--- config.mk ---
export PLATFORM = sky130hd
export DESIGN_NAME = led_scan_ctrl
export DESIGN_NICKNAME = d
export VERILOG_FILES = /design/src/rtl/led_pkg.sv /design/src/rtl/led_scan_ctrl.sv
export SDC_FILE = /design/constraint.sdc
export NUM_CORES = 1
export LEC_CHECK = 0
export CORE_MARGIN = 10
export CORE_UTILIZATION = 25
export CTS_CLUSTER_DIAMETER = 50
export DETAILED_ROUTE_END_ITERATION = 8
export GPL_TIMING_DRIVEN = 0
export SYNTH_ARGS = -nofsm -noshare
export SYNTH_HDL_FRONTEND = slang
export SYNTH_SLANG_ARGS = --single-unit
--- constraint.sdc ---
create_clock -name clk_in -period 4.5 [get_ports clk_in]
set_clock_uncertainty 0.2 [all_clocks]
set_input_delay 0.45 -clock clk_in [delete_from_list [all_inputs] [get_ports clk_in]]
set_output_delay 0.45 -clock clk_in [all_outputs]
set_load 0.05 [all_outputs]
--- src/rtl/led_pkg.sv ---
// Shared definitions for the LED frame scanner: default geometry and the scan FSM states.
package led_pkg;

    localparam int DEF_LED_NUM = 64;
    localparam int DEF_IDX_W   = 6;
    localparam int DEF_DATA_W  = 24;

    // One state per pipeline stage of a single pixel fetch, plus the idle/wait states.
    typedef enum logic [2:0] {
        IDLE,
        MAP,
        WADDR,
        RD,
        CAP,
        SEND
    } scan_state_e;

endpackage

--- src/rtl/led_scan_ctrl.sv ---
// Frame scanner: walks LED indices through the mapper, fetches each pixel from frame RAM
// and streams it to the encoder, one pixel in flight at a time.
module led_scan_ctrl
    import led_pkg::*;
#(
    parameter int LED_NUM = DEF_LED_NUM,
    parameter int IDX_W   = DEF_IDX_W,
    parameter int DATA_W  = DEF_DATA_W
) (
    input  logic              clk_in,
    input  logic              rst_in,
    input  logic              start_in,
    output logic              busy_out,
    output logic              done_out,
    output logic              map_en_out,
    output logic [IDX_W-1:0]  map_idx_out,
    input  logic [IDX_W-1:0]  map_addr_in,
    output logic              ram_rd_en_out,
    output logic [IDX_W-1:0]  ram_rd_addr_out,
    input  logic [DATA_W-1:0] ram_rd_data_in,
    output logic              pix_valid_out,
    output logic [DATA_W-1:0] pix_data_out,
    output logic              pix_last_out,
    input  logic              pix_ready_in
);

    localparam logic [IDX_W-1:0] LAST_IDX = IDX_W'(LED_NUM - 1);

    scan_state_e       state_q, state_d;
    logic [IDX_W-1:0]  idx_q, idx_d;
    logic              busy_q, busy_d;
    logic              done_q, done_d;
    logic              map_en_q, map_en_d;
    logic              rd_en_q, rd_en_d;
    logic [IDX_W-1:0]  rd_addr_q, rd_addr_d;
    logic              valid_q, valid_d;
    logic [DATA_W-1:0] data_q, data_d;
    logic              last_q, last_d;

    // Strobes (map_en, rd_en, done) default low so each is a single-cycle pulse.
    always_comb begin
        state_d   = state_q;
        idx_d     = idx_q;
        busy_d    = busy_q;
        done_d    = 1'b0;
        map_en_d  = 1'b0;
        rd_en_d   = 1'b0;
        rd_addr_d = rd_addr_q;
        valid_d   = valid_q;
        data_d    = data_q;
        last_d    = last_q;

        case (state_q)
            IDLE: begin
                if (start_in) begin
                    idx_d    = '0;
                    busy_d   = 1'b1;
                    map_en_d = 1'b1;
                    state_d  = MAP;
                end
            end
            MAP: begin
                state_d = WADDR;
            end
            WADDR: begin
                rd_addr_d = map_addr_in;
                rd_en_d   = 1'b1;
                state_d   = RD;
            end
            RD: begin
                state_d = CAP;
            end
            CAP: begin
                data_d  = ram_rd_data_in;
                valid_d = 1'b1;
                last_d  = (idx_q == LAST_IDX);
                state_d = SEND;
            end
            SEND: begin
                // The next index is only mapped after the current pixel has left.
                if (valid_q && pix_ready_in) begin
                    valid_d = 1'b0;
                    if (idx_q == LAST_IDX) begin
                        last_d  = 1'b0;
                        busy_d  = 1'b0;
                        done_d  = 1'b1;
                        state_d = IDLE;
                    end else begin
                        idx_d    = idx_q + IDX_W'(1);
                        map_en_d = 1'b1;
                        state_d  = MAP;
                    end
                end
            end
            default: begin
                state_d = IDLE;
            end
        endcase
    end

    always_ff @(posedge clk_in) begin
        if (rst_in) begin
            state_q   <= IDLE;
            idx_q     <= '0;
            busy_q    <= 1'b0;
            done_q    <= 1'b0;
            map_en_q  <= 1'b0;
            rd_en_q   <= 1'b0;
            rd_addr_q <= '0;
            valid_q   <= 1'b0;
            data_q    <= '0;
            last_q    <= 1'b0;
        end else begin
            state_q   <= state_d;
            idx_q     <= idx_d;
            busy_q    <= busy_d;
            done_q    <= done_d;
            map_en_q  <= map_en_d;
            rd_en_q   <= rd_en_d;
            rd_addr_q <= rd_addr_d;
            valid_q   <= valid_d;
            data_q    <= data_d;
            last_q    <= last_d;
        end
    end

    assign busy_out        = busy_q;
    assign done_out        = done_q;
    assign map_en_out      = map_en_q;
    assign map_idx_out     = idx_q;
    assign ram_rd_en_out   = rd_en_q;
    assign ram_rd_addr_out = rd_addr_q;
    assign pix_valid_out   = valid_q;
    assign pix_data_out    = data_q;
    assign pix_last_out    = last_q;

endmodule

# Word-level counts from Yosys, hierarchy flattened
# Cells that the tools add are included.
[totals]
ff_bits = 45
in_bits = 34
out_inout_bits = 42
elab_cells = 54
[classes]
add_sub_neg = 1
eq_ne = 10
n_mux = 21
n_bitwise = 2
reduce_logical = 10
[ops]
columns = ["operator", "n"]
rows = [
  ["$mux 6", 3],
  ["$pmux 3 s6", 1],
  ["$pmux 6 s2", 1],
  ["$mux 1", 10],
  ["$ne 2x2->1 const B", 4],
  ["$pmux 1 s2", 4],
  ["$reduce_and 4->1", 2],
  ["$add 6x1->6 const B", 1],
  ["$eq 3x2->1 const B", 2],
  ["$eq 3x3->1 const B", 2],
  ["$eq 6x6->1 const B", 1],
  ["$mux 3", 2],
  ["$reduce_and 2->1", 2],
  ["$reduce_bool 2->1", 2],
  ["$eq 3x1->1 const B", 1],
  ["$logic_not 3->1", 1],
  ["$reduce_and 3->1", 1],
  ["$reduce_or 3->1", 1],
  ["$not 1->1", 2],
  ["$logic_and 1x1->1", 1],
]

# Longest topological paths before layout
# Gate-level depths: netlist of the first run.
[logic_depth]
ltp_word = 4
depth_mapped = 7
depth_no_buf = 5

# Worst setup path after synthesis of the first run
# OpenSTA, ideal clock, no wires.
[synth_timing]
path_type = "flip-flop to flip-flop"
startpoint = "reg valid_q, in the netlist pix_valid_out"
endpoint = "reg idx_q[3], in the netlist map_idx_out[3]"
setup_ns = 0.072
t_arrival_ns = 1.569
required_time_ns = 4.228
slack_ns = 2.660
path_stages_with_launch = 5
path_buffers = 0
synth_period_minus_slack_ns = 1.840
path_cell_list = "dfxtp_1 > nand4_1 > a31o_2 > a211oi_2 > mux2i_1"
[synth_via]
elab_chain_len = 3
[synth_lines]
columns = ["item", "line_no", "rtl"]
rows = [
  ["start, declared", "led_scan_ctrl.sv:36", "logic valid_q, valid_d;"],
  ["start signal, assigned", "led_scan_ctrl.sv:121", "valid_q <= valid_d;"],
  ["$logic_and 1x1->1", "led_scan_ctrl.sv:81", "if (valid_q && pix_ready_in) begin"],
  ["$ne 2x2->1 (no source line)", "-", ""],
  ["$reduce_and 4->1 (no source line)", "-", ""],
  ["end signal, assigned", "led_scan_ctrl.sv:115", "idx_q <= idx_d;"],
  ["end, declared", "led_scan_ctrl.sv:30", "logic [IDX_W-1:0] idx_q, idx_d;"],
]
# Every way passes these cells.
# A chain may end at the register's enable or synchronous reset.

# Worst setup path after layout of the first run
[layout_timing]
startpoint = "reg idx_q[0], in the netlist map_idx_out[0]"
endpoint = "out map_idx_out[0]"
[layout_lines]
columns = ["item", "line_no", "rtl"]
rows = [
  ["end, declared", "led_scan_ctrl.sv:16", "output logic [IDX_W-1:0] map_idx_out,"],
]
# No word-level cell between the ends.

==> results.cfg, run 1 <==
[global_route]
grt_pass1_wl_mm = 8.335
grt_util_met1 = 0.1027
antenna_found_initial = 0
via_count_of_the_first_global_routing_pass = 1703
met2_usage = 0.1455
grt_start_max_net_pins = 13
global_route.peak_usage_layer = met2
groute.usage.overall = 0.09238
total_grt_overflow = 0
globalRouteMet3Util = 0.04709

[floorplanning]
die_width_um = 103.8
dieArea_mm2 = 0.01077
io_pins = 76
fp.coreArea_mm2 = 0.006794
die_height_um = 103.8
initial_utilization = 0.2582
core.rowCount = 30

[power_and_ir_drop]
worst_vdd_ir_mv = 0.1708
p_seq_frac = 0.504
power-per-cell-area_mw_per_mm2 = 309.9
finalPower_w = 0.0008382
power_frac_comb = 0.213
p_sw_frac = 0.2870
clock_power_share = 0.283
cell_internal_pwr_w = 0.0005977
net-switching-power_w = 0.0002405
leakagePower_nw = 0.9158

[critical_path]
worstSetupPathType = flop to output pin
cell_type_of_the_slowest_stage_on_the_worst_timing_path = sky130_fd_sc_hd__clkdlybuf4s50_1
cpPeakStageDelay_ps = 840
worstPathMaxFanout = 6
crit_path_end_kind = output pin
cp-start-kind = flop
crit_required_ps = 3850
worst_ep_arrival_time_ps = 1570
crit_path_cell_trace = clkdlybuf4s50_1
cell_family_contributing_the_most_delay_on_the_critical_path = buffers and inverters
ff2ff_setup_slack_ps = 2760
total_buffers_and_inverters_traversed_by_the_critical_path = 1

[placed_design]
post-place-cells = 385
dp_slack_ps = 2160
hpwl_mm = 3.967
buffer_ports.inserted = 75
routabilityCongestion = 0.7153

[yosys]
synth.ff_latch_count = 45
sequential_element_share_of_the_synthesized_area = 0.5136
mappedNetlistNets = 249
synthesis.area_per_instance_um2 = 8.197
yosys_warnings = 0
synth.distinct_cells = 35
netlist_area_mm2 = 0.001754
number_of_standard_cells_after_synthesis = 214

[clock_network]
insertion_delay_ps = 290
postCtsSetupRepairBufs = 0
number_of_clock_sinks = 45
cts-root-buf = sky130_fd_sc_hd__clkbuf_8
postCtsResizedCells = 0
hold_buffers = 0
number_of_clock_buffers_inserted_by_tritoncts = 5
h-tree-depth = 2
cts_tree = yes
cts_buffer_depth = 2
path_clk_slew_ps = 80

[timing]
min_period_ps = 2217
final_hold_viol_count = 0
finalSetupTns_ps = 0
setup_slack_ps = 2283
final_max_slew_viol_count = 0
unrepaired_setup_endpoints_after_global_routing = no
worst-slew-pin-transition_ps = 712.0
timing.fmax_mhz = 451.0
timing.slew.headroom = 0.5217
setup_viol = 0
hold_ws_ps = 253.7
timing.final.crit_share = 0.4927

[finish]
syn2layout_area_growth_pct = 54.21
number_of_filler_instances_in_the_final_layout = 708
finish.cell_count_without_fillers = 393
regArea_um2 = 900.9
layout_common_cells = 75 x sky130_fd_sc_hd__clkdlybuf4s50_1, 69 x sky130_fd_sc_hd__nand2_1, 45 x sky130_fd_sc_hd__dfxtp_1, 34 x sky130_fd_sc_hd__a21oi_1
multi_input_area_um2 = 768.2
diodes = 0
most_common_cell_after_layout_fill_and_taps_aside = sky130_fd_sc_hd__clkdlybuf4s50_1
layout-drive-gt1-share = 0.06734
layout.nets = 331

[route]
detailedRoute.firstIterationViolations = 66
first_pass_iters = 4
antenna_left = 0
wl_final_mm = 5.157
drc = 0
drt-wirelength-per-cell_um = 13.12
vias = 1684
post_drt_via_cell_ratio = 4.285

[run_status]
status = completed

[job]
cap_violations = 0

[min_path]
hp-class = flop to flop
path summary, 6_finish.rpt:
check | start | end | depth (start not counted)
setup reg to reg | state_q[0] | map_idx_out[2] | 5
hold reg to reg | pix_data_out[9] | pix_data_out[9] | 2
setup / recovery | map_idx_out[0] | map_idx_out[0] | 1
hold / removal | pix_data_out[9] | pix_data_out[9] | 2
through the flow:
| stage | cell area [µm²] | utilization |
|---|---|---|
| after floorplan | 1754 | - |
| after global placement | 2625 | 0.3864 |
| after detailed placement | 2625 | 0.3864 |
| after CTS | 2705 | 0.3982 |
| after global routing | 2705 | 0.3982 |
| final | 2705 | 0.3982 |
kinds of logic after synthesis:
group                    Yosys count  synth area share
multiplexers                       4           0.02283
AND/OR/NAND/NOR                  100            0.2475
adder cells (fa/ha/maj)            1          0.007132
flip-flops                        45            0.5135
XOR/XNOR                           1          0.004994
buffers and inverters             16           0.04850
AO/OA/AOI/OAI                     47            0.1555
layer usage:
layer | part of all wire | vias up
li1 | - | 875
met5 | 0 | -
met4 | 0.016 | 0
met2 | 0.45 | 51
met1 | 0.44 | 752
met3 | 0.10 | 6
power groups by stage:
| stage | Sequential [W] | Clock [W] | Combinational, W |
|---|---|---|---|
| after floorplan | 0.000478 | 0 | 0.0000597 |
| after global placement | 0.000431 | 0 | 0.000180 |
| after detailed placement | 0.000432 | 0 | 0.000181 |
| after CTS | 0.000422 | 0.000253 | 0.000181 |
| after global routing | 0.000425 | 0.000265 | 0.000193 |
| final | 0.000422 | 0.000237 | 0.000179 |
Yosys cell counts (all sizes together):
cell type / n / area share
nand3: 5 / 0.014
nor2b: 2 / 0.0071
a2bb2oi: 1 / 0.0050
inv: 3 / 0.0064
o21ai: 4 / 0.011
a21oi: 35 / 0.10
dfxtp: 45 / 0.51
and2: 1 / 0.0036
mux2i: 4 / 0.023
nor4b: 1 / 0.0050
ha: 1 / 0.0071
a211oi: 3 / 0.016
o22ai: 1 / 0.0036
a311oi: 1 / 0.0086
buf: 9 / 0.034
clkbuf: 4 / 0.0086
nand4: 1 / 0.0036
a21boi: 1 / 0.0043
or3b: 1 / 0.0050
and3: 1 / 0.0036
a31o: 1 / 0.0050
or3: 3 / 0.011
nor3: 3 / 0.0086
nor2: 8 / 0.019
nand2b: 2 / 0.0071
and4: 1 / 0.0050
and2b: 1 / 0.0043
nand2: 70 / 0.15
xnor2: 1 / 0.0050
cell type report:
| cell class | count | share of cell area |
|---|---|---|
| timing repair buffer | 75 | 0.2775 |
| multi-input combinational | 153 | 0.2840 |
| clock buffer | 8 | 0.02960 |
| inverter | 3 | 0.004163 |
| sequential | 45 | 0.3330 |
| tap | 96 | 0.04440 |
| buffer | 13 | 0.02729 |
state kept, by name, indices dropped and copies added (netlist names), 3 cells and up:
signal / flops
pix_data_out: 24
map_idx_out: 6
state_q: 3
ram_rd_addr_out: 6
(Power assumes the default switching activity.)
==> inputs of run 2 (changes only) <==
- clock period: 4.5 -> 1.9 ns (I/O delays scaled with it)
==> results.cfg, run 2 (same netlist as run 1, synthesis figures left out) <==
[run_status]
status = completed

[timing]
final_hold_viol_count = 0
finalSetupTns_ps = 0
timing.fmax_mhz = 544.8
final_max_slew_viol_count = 0
setup_viol = 0
worst-slew-pin-transition_ps = 741.2
timing.final.crit_share = 0.9661
timing.slew.headroom = 0.5021
unrepaired_setup_endpoints_after_global_routing = no
min_period_ps = 1836

[clock_network]
cts_buffer_depth = 2
cts_tree = yes
hold_buffers = 0
number_of_clock_buffers_inserted_by_tritoncts = 5
h-tree-depth = 2
insertion_delay_ps = 290
number_of_clock_sinks = 45
cts-root-buf = sky130_fd_sc_hd__clkbuf_8
path_clk_slew_ps = 80

[route]
post_drt_via_cell_ratio = 4.316
drt-wirelength-per-cell_um = 13.22
first_pass_iters = 4
wl_final_mm = 5.195
drc = 0
vias = 1696
detailedRoute.firstIterationViolations = 67
antenna_left = 0

[floorplanning]
dieArea_mm2 = 0.01077
io_pins = 76
die_width_um = 103.8
initial_utilization = 0.2582
fp.coreArea_mm2 = 0.006794
die_height_um = 103.8
core.rowCount = 30

[placed_design]
placement.cell_area_mm2 = 0.002625
routabilityCongestion = 0.7153
hpwl_mm = 3.967
buffer_ports.inserted = 75

[finish]
syn2layout_area_growth_pct = 55.06
finalInstanceArea_mm2 = 0.002720
layout_common_cells = 69 x sky130_fd_sc_hd__nand2_1, 60 x sky130_fd_sc_hd__clkdlybuf4s50_1, 45 x sky130_fd_sc_hd__dfxtp_1, 34 x sky130_fd_sc_hd__a21oi_1, 9 x sky130_fd_sc_hd__dlymetal6s2s_1
layout-drive-gt1-share = 0.06734
largest_reg_flops = 24
diodes = 0
layout.nets = 331
most_common_cell_after_layout_fill_and_taps_aside = sky130_fd_sc_hd__nand2_1

[critical_path]
worst_ep_arrival_time_ps = 1450
worstPathMaxFanout = 2
cpPeakStageDelay_ps = 820
total_buffers_and_inverters_traversed_by_the_critical_path = 1
crit_required_ps = 1510
cp-start-kind = flop
worstSetupPathType = flop to output pin
crit_path_end_kind = output pin
cell_type_of_the_slowest_stage_on_the_worst_timing_path = sky130_fd_sc_hd__clkdlybuf4s50_1
cell_family_contributing_the_most_delay_on_the_critical_path = buffers and inverters
crit_path_cell_trace = clkdlybuf4s50_1

[power_and_ir_drop]
finalPower_w = 0.001983
power-per-cell-area_mw_per_mm2 = 728.9
leakagePower_nw = 1.111
worst_vdd_ir_mv = 0.4021

[global_route]
met2_usage = 0.1455
globalRouteMet3Util = 0.04709
global_route.peak_usage_layer = met2
grt_start_max_net_pins = 13
groute.usage.overall = 0.09238
grt_util_met1 = 0.1027
antenna_found_initial = 0
total_grt_overflow = 0
via_count_of_the_first_global_routing_pass = 1703
grt_pass1_wl_mm = 8.335

[min_path]
hp-class = input pin to flop

[job]
cap_violations = 0
run 2: cell types whose count changed in the layout (fill, tap and decap cells not counted), sizes merged:
cell	delta
dlymetal6s2s	+9
dlygate4sd2	+6
clkdlybuf4s50	-15
run 2: power by group:
group / internal [W] / switching [W] / leakage [nW] / total (W)
clock network: 0.000262 / 0.000299 / 0.0395 / 0.000561
logic: 0.000170 / 0.000252 / 0.707 / 0.000423
registers: 0.000982 / 0.0000171 / 0.364 / 0.000999
total: 0.00141 / 0.000568 / 1.11 / 0.00198
run 2: layer usage:
metal / routed length [µm] / up-vias / share of wire
met2: 2370 / 51 / 0.46
met5: 0 / - / 0
met4: 83 / 0 / 0.016
met3: 520 / 6 / 0.10
met1: 2219 / 764 / 0.43
li1: - / 875 / -
run 2: through the flow:
| step | std cells | hold slack, ps | setup WS (ps) | utilization |
|---|---|---|---|---|
| after global placement | 385 | 241.0 | -149.8 | 0.3864 |
| after floorplan | 214 | 126.0 | 59.77 | - |
| after global routing | 393 | 229.7 | 4.752 | 0.4004 |
| final | 393 | 238.9 | 64.37 | 0.4004 |
| after CTS | 393 | 222.1 | 6.720 | 0.3971 |
| after detailed placement | 385 | 246.1 | -180.2 | 0.3864 |
run 2: path summary, 6_finish.rpt:
path	from	endpoint	slack, ps	depth (start not counted)
max	pix_data_out[3]	pix_data_out[3]	60	1
min	ram_rd_data_in[23]	pix_data_out[23]	240	3
max reg2reg	state_q[1]	ram_rd_addr_out[0]	140	5
min reg2reg	pix_data_out[9]	pix_data_out[9]	250	2
run 2: area by class of cell:
type	instances	area [µm²]
Multi-Input combinational cell	153	768.2
Inverter	3	11.26
Clock buffer	8	80.08
Timing Repair Buffer	75	765.7
Buffer	13	73.82
Sequential cell	45	900.9
Tap cell	96	120.1
Fill cell	708	4074
run 2: timing repair:
| item | 4_1_cts | 5_1_grt |
|---|---|---|
| buffers inserted | 0 | 0 |
| setup endpoints to repair | 6 | 9 |
| resized for setup | 6 | 9 |
